### config.mk
export PLATFORM = sky130hd
export DESIGN_NAME = instruction_encoder
export DESIGN_NICKNAME = d
export VERILOG_FILES = /design/src/rtl/riscv_enc_pkg.sv /design/src/rtl/enc_fifo.sv /design/src/rtl/instruction_encoder.sv
export SDC_FILE = /design/constraint.sdc
export NUM_CORES = 1
export LEC_CHECK = 0
export BUFFER_PORTS_ARGS = -buffer_cell sky130_fd_sc_hd__buf_2
export CORE_MARGIN = 1
export CORE_UTILIZATION = 45
export CTS_BUF_LIST = sky130_fd_sc_hd__clkbuf_2 sky130_fd_sc_hd__clkbuf_4 sky130_fd_sc_hd__clkbuf_8
export DETAILED_ROUTE_END_ITERATION = 12
export PLACE_DENSITY = 0.7
export SLEW_MARGIN = 40
export SYNTH_ARGS = -nofsm -noshare
export SYNTH_HDL_FRONTEND = slang
export SYNTH_SLANG_ARGS = --single-unit
### constraint.sdc
create_clock -name clk -period 3.3 [get_ports clk]
set_clock_uncertainty 0.15 [all_clocks]
set_input_delay 0.495 -clock clk [delete_from_list [all_inputs] [get_ports clk]]
set_output_delay 0.495 -clock clk [all_outputs]
set_load 0.01 [all_outputs]
### src/rtl/riscv_enc_pkg.sv
// Shared RV32I encoder definitions: opcodes, funct fields, mnemonic constants,
// FIFO entry type and the mnemonic lookup used by stage 1.
package riscv_enc_pkg;

    localparam logic [6:0]  OPC_RTYPE  = 7'b0110011;
    localparam logic [6:0]  OPC_ITYPE  = 7'b0010011;

    localparam logic [2:0]  F3_ADD     = 3'b000;
    localparam logic [2:0]  F3_SLL     = 3'b001;
    localparam logic [2:0]  F3_SLTU    = 3'b011;
    localparam logic [2:0]  F3_XOR     = 3'b100;
    localparam logic [2:0]  F3_SR      = 3'b101;
    localparam logic [2:0]  F3_OR      = 3'b110;
    localparam logic [2:0]  F3_AND     = 3'b111;

    localparam logic [6:0]  F7_BASE    = 7'b0000000;
    localparam logic [6:0]  F7_ALT     = 7'b0100000;

    localparam logic [31:0] NOP_INSTR  = 32'h0000_0013;

    typedef enum logic [1:0] {CLS_R, CLS_I, CLS_ISHIFT, CLS_BAD} op_class_e;

    // ASCII mnemonics, right-justified and zero-padded
    localparam logic [63:0] MN_ADD   = 64'h0000_0000_0041_4444;
    localparam logic [63:0] MN_SUB   = 64'h0000_0000_0053_5542;
    localparam logic [63:0] MN_SLL   = 64'h0000_0000_0053_4C4C;
    localparam logic [63:0] MN_XOR   = 64'h0000_0000_0058_4F52;
    localparam logic [63:0] MN_SRL   = 64'h0000_0000_0053_524C;
    localparam logic [63:0] MN_SRA   = 64'h0000_0000_0053_5241;
    localparam logic [63:0] MN_OR    = 64'h0000_0000_0000_4F52;
    localparam logic [63:0] MN_AND   = 64'h0000_0000_0041_4E44;
    localparam logic [63:0] MN_ADDI  = 64'h0000_0000_4144_4449;
    localparam logic [63:0] MN_SLLI  = 64'h0000_0000_534C_4C49;
    localparam logic [63:0] MN_SLTIU = 64'h0000_0053_4C54_4955;
    localparam logic [63:0] MN_XORI  = 64'h0000_0000_584F_5249;
    localparam logic [63:0] MN_SRLI  = 64'h0000_0000_5352_4C49;
    localparam logic [63:0] MN_SRAI  = 64'h0000_0000_5352_4149;
    localparam logic [63:0] MN_ORI   = 64'h0000_0000_004F_5249;
    localparam logic [63:0] MN_ANDI  = 64'h0000_0000_414E_4449;

    typedef struct packed {
        logic [31:0] instr;
        logic [31:0] addr;
        logic        err;
    } enc_entry_t;

    typedef struct packed {
        op_class_e  cls;
        logic [2:0] funct3;
        logic [6:0] funct7;
    } op_info_t;

    function automatic op_info_t lookup_mnem(input logic [63:0] mnem);
        op_info_t info;
        case (mnem)
            MN_ADD:   info = '{CLS_R,      F3_ADD,  F7_BASE};
            MN_SUB:   info = '{CLS_R,      F3_ADD,  F7_ALT};
            MN_SLL:   info = '{CLS_R,      F3_SLL,  F7_BASE};
            MN_XOR:   info = '{CLS_R,      F3_XOR,  F7_BASE};
            MN_SRL:   info = '{CLS_R,      F3_SR,   F7_BASE};
            MN_SRA:   info = '{CLS_R,      F3_SR,   F7_ALT};
            MN_OR:    info = '{CLS_R,      F3_OR,   F7_BASE};
            MN_AND:   info = '{CLS_R,      F3_AND,  F7_BASE};
            MN_ADDI:  info = '{CLS_I,      F3_ADD,  F7_BASE};
            MN_SLTIU: info = '{CLS_I,      F3_SLTU, F7_BASE};
            MN_XORI:  info = '{CLS_I,      F3_XOR,  F7_BASE};
            MN_ORI:   info = '{CLS_I,      F3_OR,   F7_BASE};
            MN_ANDI:  info = '{CLS_I,      F3_AND,  F7_BASE};
            MN_SLLI:  info = '{CLS_ISHIFT, F3_SLL,  F7_BASE};
            MN_SRLI:  info = '{CLS_ISHIFT, F3_SR,   F7_BASE};
            MN_SRAI:  info = '{CLS_ISHIFT, F3_SR,   F7_ALT};
            default:  info = '{CLS_BAD,    F3_ADD,  F7_BASE};
        endcase
        return info;
    endfunction

endpackage

### src/rtl/enc_fifo.sv
// Synchronous show-ahead FIFO of encoded words; the head entry is visible
// combinationally and flush takes priority over any write or read.
module enc_fifo
    import riscv_enc_pkg::*;
#(
    parameter int unsigned DEPTH = 4
) (
    input  logic                     clk,
    input  logic                     rst_n,
    input  logic                     flush,
    input  logic                     wr_en,
    input  enc_entry_t               wr_data,
    input  logic                     rd_en,
    output enc_entry_t               rd_data,
    output logic [$clog2(DEPTH):0]   count
);
    localparam int AW = $clog2(DEPTH);

    enc_entry_t [DEPTH-1:0] mem;
    logic [AW-1:0]          wr_ptr_reg;
    logic [AW-1:0]          rd_ptr_reg;
    logic [AW:0]            count_reg;
    logic                   do_wr;
    logic                   do_rd;

    assign do_wr = wr_en && !flush;
    assign do_rd = rd_en && (count_reg != '0) && !flush;

    genvar gi;
    generate
        for (gi = 0; gi < DEPTH; gi++) begin : g_entry
            enc_entry_t entry_reg;
            always_ff @(posedge clk or negedge rst_n) begin
                if (!rst_n) begin
                    entry_reg <= '0;
                end else if (do_wr && (wr_ptr_reg == AW'(gi))) begin
                    entry_reg <= wr_data;
                end
            end
            assign mem[gi] = entry_reg;
        end
    endgenerate

    always_ff @(posedge clk or negedge rst_n) begin
        if (!rst_n) begin
            wr_ptr_reg <= '0;
            rd_ptr_reg <= '0;
            count_reg  <= '0;
        end else if (flush) begin
            wr_ptr_reg <= '0;
            rd_ptr_reg <= '0;
            count_reg  <= '0;
        end else begin
            if (do_wr) wr_ptr_reg <= wr_ptr_reg + AW'(1);
            if (do_rd) rd_ptr_reg <= rd_ptr_reg + AW'(1);
            case ({do_wr, do_rd})
                2'b10:   count_reg <= count_reg + (AW+1)'(1);
                2'b01:   count_reg <= count_reg - (AW+1)'(1);
                default: count_reg <= count_reg;
            endcase
        end
    end

    assign rd_data = mem[rd_ptr_reg];
    assign count   = count_reg;

endmodule

### src/rtl/instruction_encoder.sv
// Streaming RV32I assembler: mnemonic lookup, field assembly, output FIFO.
// Optional ENCODER_ERR_COUNT_EN adds a saturating unrecognised-mnemonic counter.
module instruction_encoder
    import riscv_enc_pkg::*;
#(
    parameter int unsigned DEPTH     = 4,
    parameter logic [31:0] BASE_ADDR = 32'h0000_0000
) (
    input  logic        clk,
    input  logic        rst_n,
    input  logic        flush,
    input  logic        in_valid,
    output logic        in_ready,
    input  logic [63:0] in_mnem,
    input  logic [4:0]  in_rd,
    input  logic [4:0]  in_rs1,
    input  logic [4:0]  in_rs2,
    input  logic [11:0] in_imm,
    output logic        out_valid,
    input  logic        out_ready,
    output logic [31:0] out_instr,
    output logic [31:0] out_addr,
    output logic        out_err,
    output logic [15:0] err_count
);
    localparam int CW = $clog2(DEPTH) + 1;

    logic            accept;
    logic [CW-1:0]   fifo_count;
    logic [CW+1:0]   in_flight;

    logic            s1_valid_reg;
    op_info_t        s1_info_reg;
    logic [4:0]      s1_rd_reg;
    logic [4:0]      s1_rs1_reg;
    logic [4:0]      s1_rs2_reg;
    logic [11:0]     s1_imm_reg;

    logic            s2_valid_reg;
    logic [31:0]     s2_instr_reg;
    logic [31:0]     s2_instr_next;
    logic            s2_err_reg;

    logic [31:0]     addr_reg;
    enc_entry_t      wr_entry;
    enc_entry_t      head;

    // Every word in a stage already owns a FIFO slot, so stages never stall.
    assign in_flight = (CW+2)'(fifo_count) + (CW+2)'(s1_valid_reg) + (CW+2)'(s2_valid_reg);
    assign in_ready  = rst_n && !flush && (in_flight < (CW+2)'(DEPTH));
    assign accept    = in_valid && in_ready;

    always_ff @(posedge clk or negedge rst_n) begin
        if (!rst_n) begin
            s1_valid_reg <= 1'b0;
            s1_info_reg  <= '0;
            s1_rd_reg    <= '0;
            s1_rs1_reg   <= '0;
            s1_rs2_reg   <= '0;
            s1_imm_reg   <= '0;
        end else begin
            s1_valid_reg <= accept;
            if (accept) begin
                s1_info_reg <= lookup_mnem(in_mnem);
                s1_rd_reg   <= in_rd;
                s1_rs1_reg  <= in_rs1;
                s1_rs2_reg  <= in_rs2;
                s1_imm_reg  <= in_imm;
            end
        end
    end

    always_comb begin
        s2_instr_next = NOP_INSTR;
        case (s1_info_reg.cls)
            CLS_R:      s2_instr_next = {s1_info_reg.funct7, s1_rs2_reg, s1_rs1_reg,
                                         s1_info_reg.funct3, s1_rd_reg, OPC_RTYPE};
            CLS_I:      s2_instr_next = {s1_imm_reg, s1_rs1_reg,
                                         s1_info_reg.funct3, s1_rd_reg, OPC_ITYPE};
            CLS_ISHIFT: s2_instr_next = {s1_info_reg.funct7, s1_imm_reg[4:0], s1_rs1_reg,
                                         s1_info_reg.funct3, s1_rd_reg, OPC_ITYPE};
            default:    s2_instr_next = NOP_INSTR;
        endcase
    end

    always_ff @(posedge clk or negedge rst_n) begin
        if (!rst_n) begin
            s2_valid_reg <= 1'b0;
            s2_instr_reg <= '0;
            s2_err_reg   <= 1'b0;
        end else begin
            s2_valid_reg <= s1_valid_reg && !flush;
            if (s1_valid_reg) begin
                s2_instr_reg <= s2_instr_next;
                s2_err_reg   <= (s1_info_reg.cls == CLS_BAD);
            end
        end
    end

    // Address is bound when a word leaves stage 2, so order matches the FIFO.
    always_ff @(posedge clk or negedge rst_n) begin
        if (!rst_n) begin
            addr_reg <= BASE_ADDR;
        end else if (flush) begin
            addr_reg <= BASE_ADDR;
        end else if (s2_valid_reg) begin
            addr_reg <= addr_reg + 32'd4;
        end
    end

    assign wr_entry = '{instr: s2_instr_reg, addr: addr_reg, err: s2_err_reg};

    enc_fifo #(
        .DEPTH (DEPTH)
    ) u_fifo (
        .clk     (clk),
        .rst_n   (rst_n),
        .flush   (flush),
        .wr_en   (s2_valid_reg),
        .wr_data (wr_entry),
        .rd_en   (out_valid && out_ready),
        .rd_data (head),
        .count   (fifo_count)
    );

    assign out_valid = (fifo_count != '0);
    assign out_instr = out_valid ? head.instr : 32'h0;
    assign out_addr  = out_valid ? head.addr  : addr_reg;
    assign out_err   = out_valid && head.err;

`ifdef ENCODER_ERR_COUNT_EN
    logic [15:0] err_count_reg;

    always_ff @(posedge clk or negedge rst_n) begin
        if (!rst_n) begin
            err_count_reg <= '0;
        end else if (s2_valid_reg && s2_err_reg && !flush && (err_count_reg != 16'hFFFF)) begin
            err_count_reg <= err_count_reg + 16'd1;
        end
    end

    assign err_count = err_count_reg;
`else
    assign err_count = 16'h0000;
`endif

endmodule
==> flow_summary.ini <==
[critical_path]
crit_chain = buf_12 > mux4_2 > mux2_2 > buf_2
cp_top_family = multiplexers
cpPeakStageDelay_ns = 0.68
required_ns = 2.65
crit_type = reg2out
start_kind = flip-flop
crit_start = u_fifo.rd_ptr_reg[0]
cp_max_fo = 17
crit_path_top_delay_cell = dfrtp_4
critPathBufInv = 2
r2r_cells = 8
arrival_ns = 2.45
r2r_start = u_fifo.count[1]
endpoint_kind = output pin
path_depth = 4

[job]
max-cap-violations = 0

[route]
drtPass1Iterations = 5
vias = 10600
drtIter0Drc = 550
drt_wl_total_um = 34400
wire_per_inst_um = 17.3
drcViolationCount = 0
post_drt_via_cell_ratio = 5.36
ant_nets = 0

[global_routing]
grt_pass1_wl_um = 57000
grt_util_all_layers_pct = 19.9
antenna_found_initial = 0
grt_pass1_vias = 10800
grt_max_degree = 110
overflow = 0

[layout]
stdcell_count = 1987
nets = 1597
largest_register_ffs = 232
utilization_pct = 53.3
diodes = 0
drive_gt1_share_pct = 35.8
area_growth_pct = 16.6
fillerInstances = 2970
fin_area_um2 = 18400

[pwr]
p_per_area_nw_per_um2 = 587
p_leak_nw = 8.81
power_w = 0.0108
vdd_drop_max_v = 0.000567

[synth]
synthesis.instances = 1326
yosysUniqueCellTypes = 60
synthXorXnorAreaFrac_pct = 1.89
synth-seq-cells = 332
synth_top_family_by_area = multiplexers
synth_area_per_cell_um2 = 11.9
ys_seq_area_share_pct = 52.8
yosys.area_share.adder_pct = 0.604
yosys_most_used_dff = dfrtp_1
synth_mux_area_share_pct = 21.9
synth_warnings = 0
yosysTopAreaCell = dfrtp_1
yosys-top-cells-area = dfrtp_1, mux2_2, mux4_2, nand2_1, o21ai_0
synth_edf_count = 0
synth-simple-area-share_pct = 13.6
synth-compound-area-share_pct = 5.14
async_reset_ff_share_pct = 100
yosysTopAreaCellShare_pct = 52.8
netlist_area_um2 = 15700

[worst_hold_path]
hold_class = in2reg
hp-start = in_rd[1]
whs_path_depth = 3

[die]
die_h_um = 189
coreArea_um2 = 34500
std_cell_rows = 68
ios = 179
die_area_um2 = 35700
start_util_pct = 45.7
die_w_um = 189

[placed_design]
place_congestion = 0.859
dp_hpwl_um = 22600
io_buffers = 157
placed_cell_area_um2 = 17000
dp_cells = 1868

[clock_tree]
cts_root_buf = clkbuf_8
cts-resized-gates = 0
tritoncts = yes
clk_pin_slew_worst_paths_ns = 0.06
clock_path_buffers = 3
clock-sinks = 332
htreeDepth = 2
cts_inserted_buffers = 53
clkLatencyLatePin_ns = 0.58

[sta]
hold_violations = 0
setup_viol = 0
relSlewSlack_pct = 49.8
period_needed_ns = 3.10
fmax_mhz = 323
worstMarginPinSlew_ns = 0.751
maxSlewViolCount = 0
fin_crit_sh_pct = 93.8
rsz0062_at_grt = no
setup-tns-final_ns = 0

[run_status]
outcome = finished clean
-- layout make-up --
| class | count | area [µm²] | share of cell area [%] |
|---|---|---|---|
| clock inverter | 3 | 17.5 | 0.0954 |
| sequential | 332 | 8310 | 45.3 |
| tap | 455 | 569 | 3.10 |
| clock buffer | 90 | 1090 | 5.93 |
| timing repair buffer | 208 | 1380 | 7.50 |
| multi-input combinational | 875 | 6900 | 37.6 |
| inverter | 24 | 90.1 | 0.491 |
-- repair_timing --
item / in CTS / in global routing
setup buffers: 0 / 0
hold buffers: 26 / 0
hold endpoints to repair: 52 / 0
-- cell usage in the layout (no fill, tap or decap), types with 5 or more instances in the layout --
master         netlist  routed
buf_12               0       9
dfrtp_1            332     330
mux4_2              58      58
mux2_2             187     187
inv_1               23      23
xnor2_1              6       6
and4_1               5       5
conb_1               1      21
nor2b_1              8       8
dlygate4sd3_1        0      26
o21ai_0             92      92
and3_1               9       9
ha_1                 6       6
nand2_1            209     205
buf_2               21     156
a22oi_1              5       5
nor4_1              21      21
clkbuf_4             0      24
nand4_1             20      20
o22ai_1              6       6
nor3_1               6       6
nor3b_1              5       5
nand3_1             21      21
nor2_1              57      57
a21oi_1             11      11
or3_1                8       7
xor2_1              28      28
clkbuf_8             0      66
and2_1              29      29
buf_4               23      15
-- layer usage --
metal / wire length (µm) / track usage [%]
met5: 0 / 0
met4: 688 / 5.55
met3: 1620 / 3.13
met2: 17000 / 33.7
met1: 15100 / 26.7
-- power breakdown --
group	total [W]	internal (W)	leakage [nW]	switching, W
Clock	0.00358	0.00205	0.593	0.00153
Combinational	0.00229	0.00103	3.70	0.00126
Sequential	0.00490	0.00454	4.52	0.000354
Total	0.0108	0.00762	8.81	0.00314
-- worst reg2reg max path, stage by stage (launching register included) --
cell and delay (ns):
dfrtp_1 0.44, or3_2 0.53, nand2_1 0.20, nor3_1 0.09, fa_1 0.38, or3_1 0.37, nand2_1 0.08, xnor2_1 0.11
nor2_1 0.05
-- per-stage QoR --
step,worst slack (ns),hold WS (ns)
after floorplan,0.884,0.0494
after global placement,0.762,0.219
after detailed placement,0.723,0.217
after CTS,0.144,0.000756
after global routing,0.0915,0.00662
final,0.204,0.0177
-- worst paths after layout --
kind / endpoint / slack (ns)
min: s1_rd_reg[1] / 0.02
min reg2reg: s1_rd_reg[0] / 0.32
max in group asynchronous: addr_reg[31] / 1.07
max: out_addr[17] / 0.20
min in group asynchronous: u_fifo.g_entry[0].entry_reg[14] / 0.21
max reg2reg: u_fifo.count[2] / 0.78
-- kinds of logic (layout without fill, tap and decap cells) --
family | Yosys count | after routing
other | 1 | 21
multiplexers | 249 | 249
adder cells (fa/ha/maj) | 7 | 7
flip-flops | 332 | 332
AND/OR/NAND/NOR | 427 | 427
AO/OA/AOI/OAI | 137 | 137
buffers and inverters | 139 | 325
XOR/XNOR | 34 | 34
-- Yosys cell counts (4+ instances only) --
library cell  count
nand2_1         209
nor3b_1           5
xnor2_1           6
nor3_1            6
and2_1           29
nor2b_1           8
mux2_2          187
or3_1             8
nand3_1          21
a21oi_1          11
ha_1              6
nor2_1           57
buf_4            23
xor2_1           28
nand4_1          20
o21ai_0          92
nand2b_1          4
nor4_1           21
buf_1            20
o22ai_1           6
dfrtp_1         332
inv_1            23
mux4_2           58
and4_1            5
a22oi_1           5
clkbuf_1         48
and3_1            9
buf_2            21
mux2i_1           4
No activity file was read; power rests on OpenSTA's default activity.
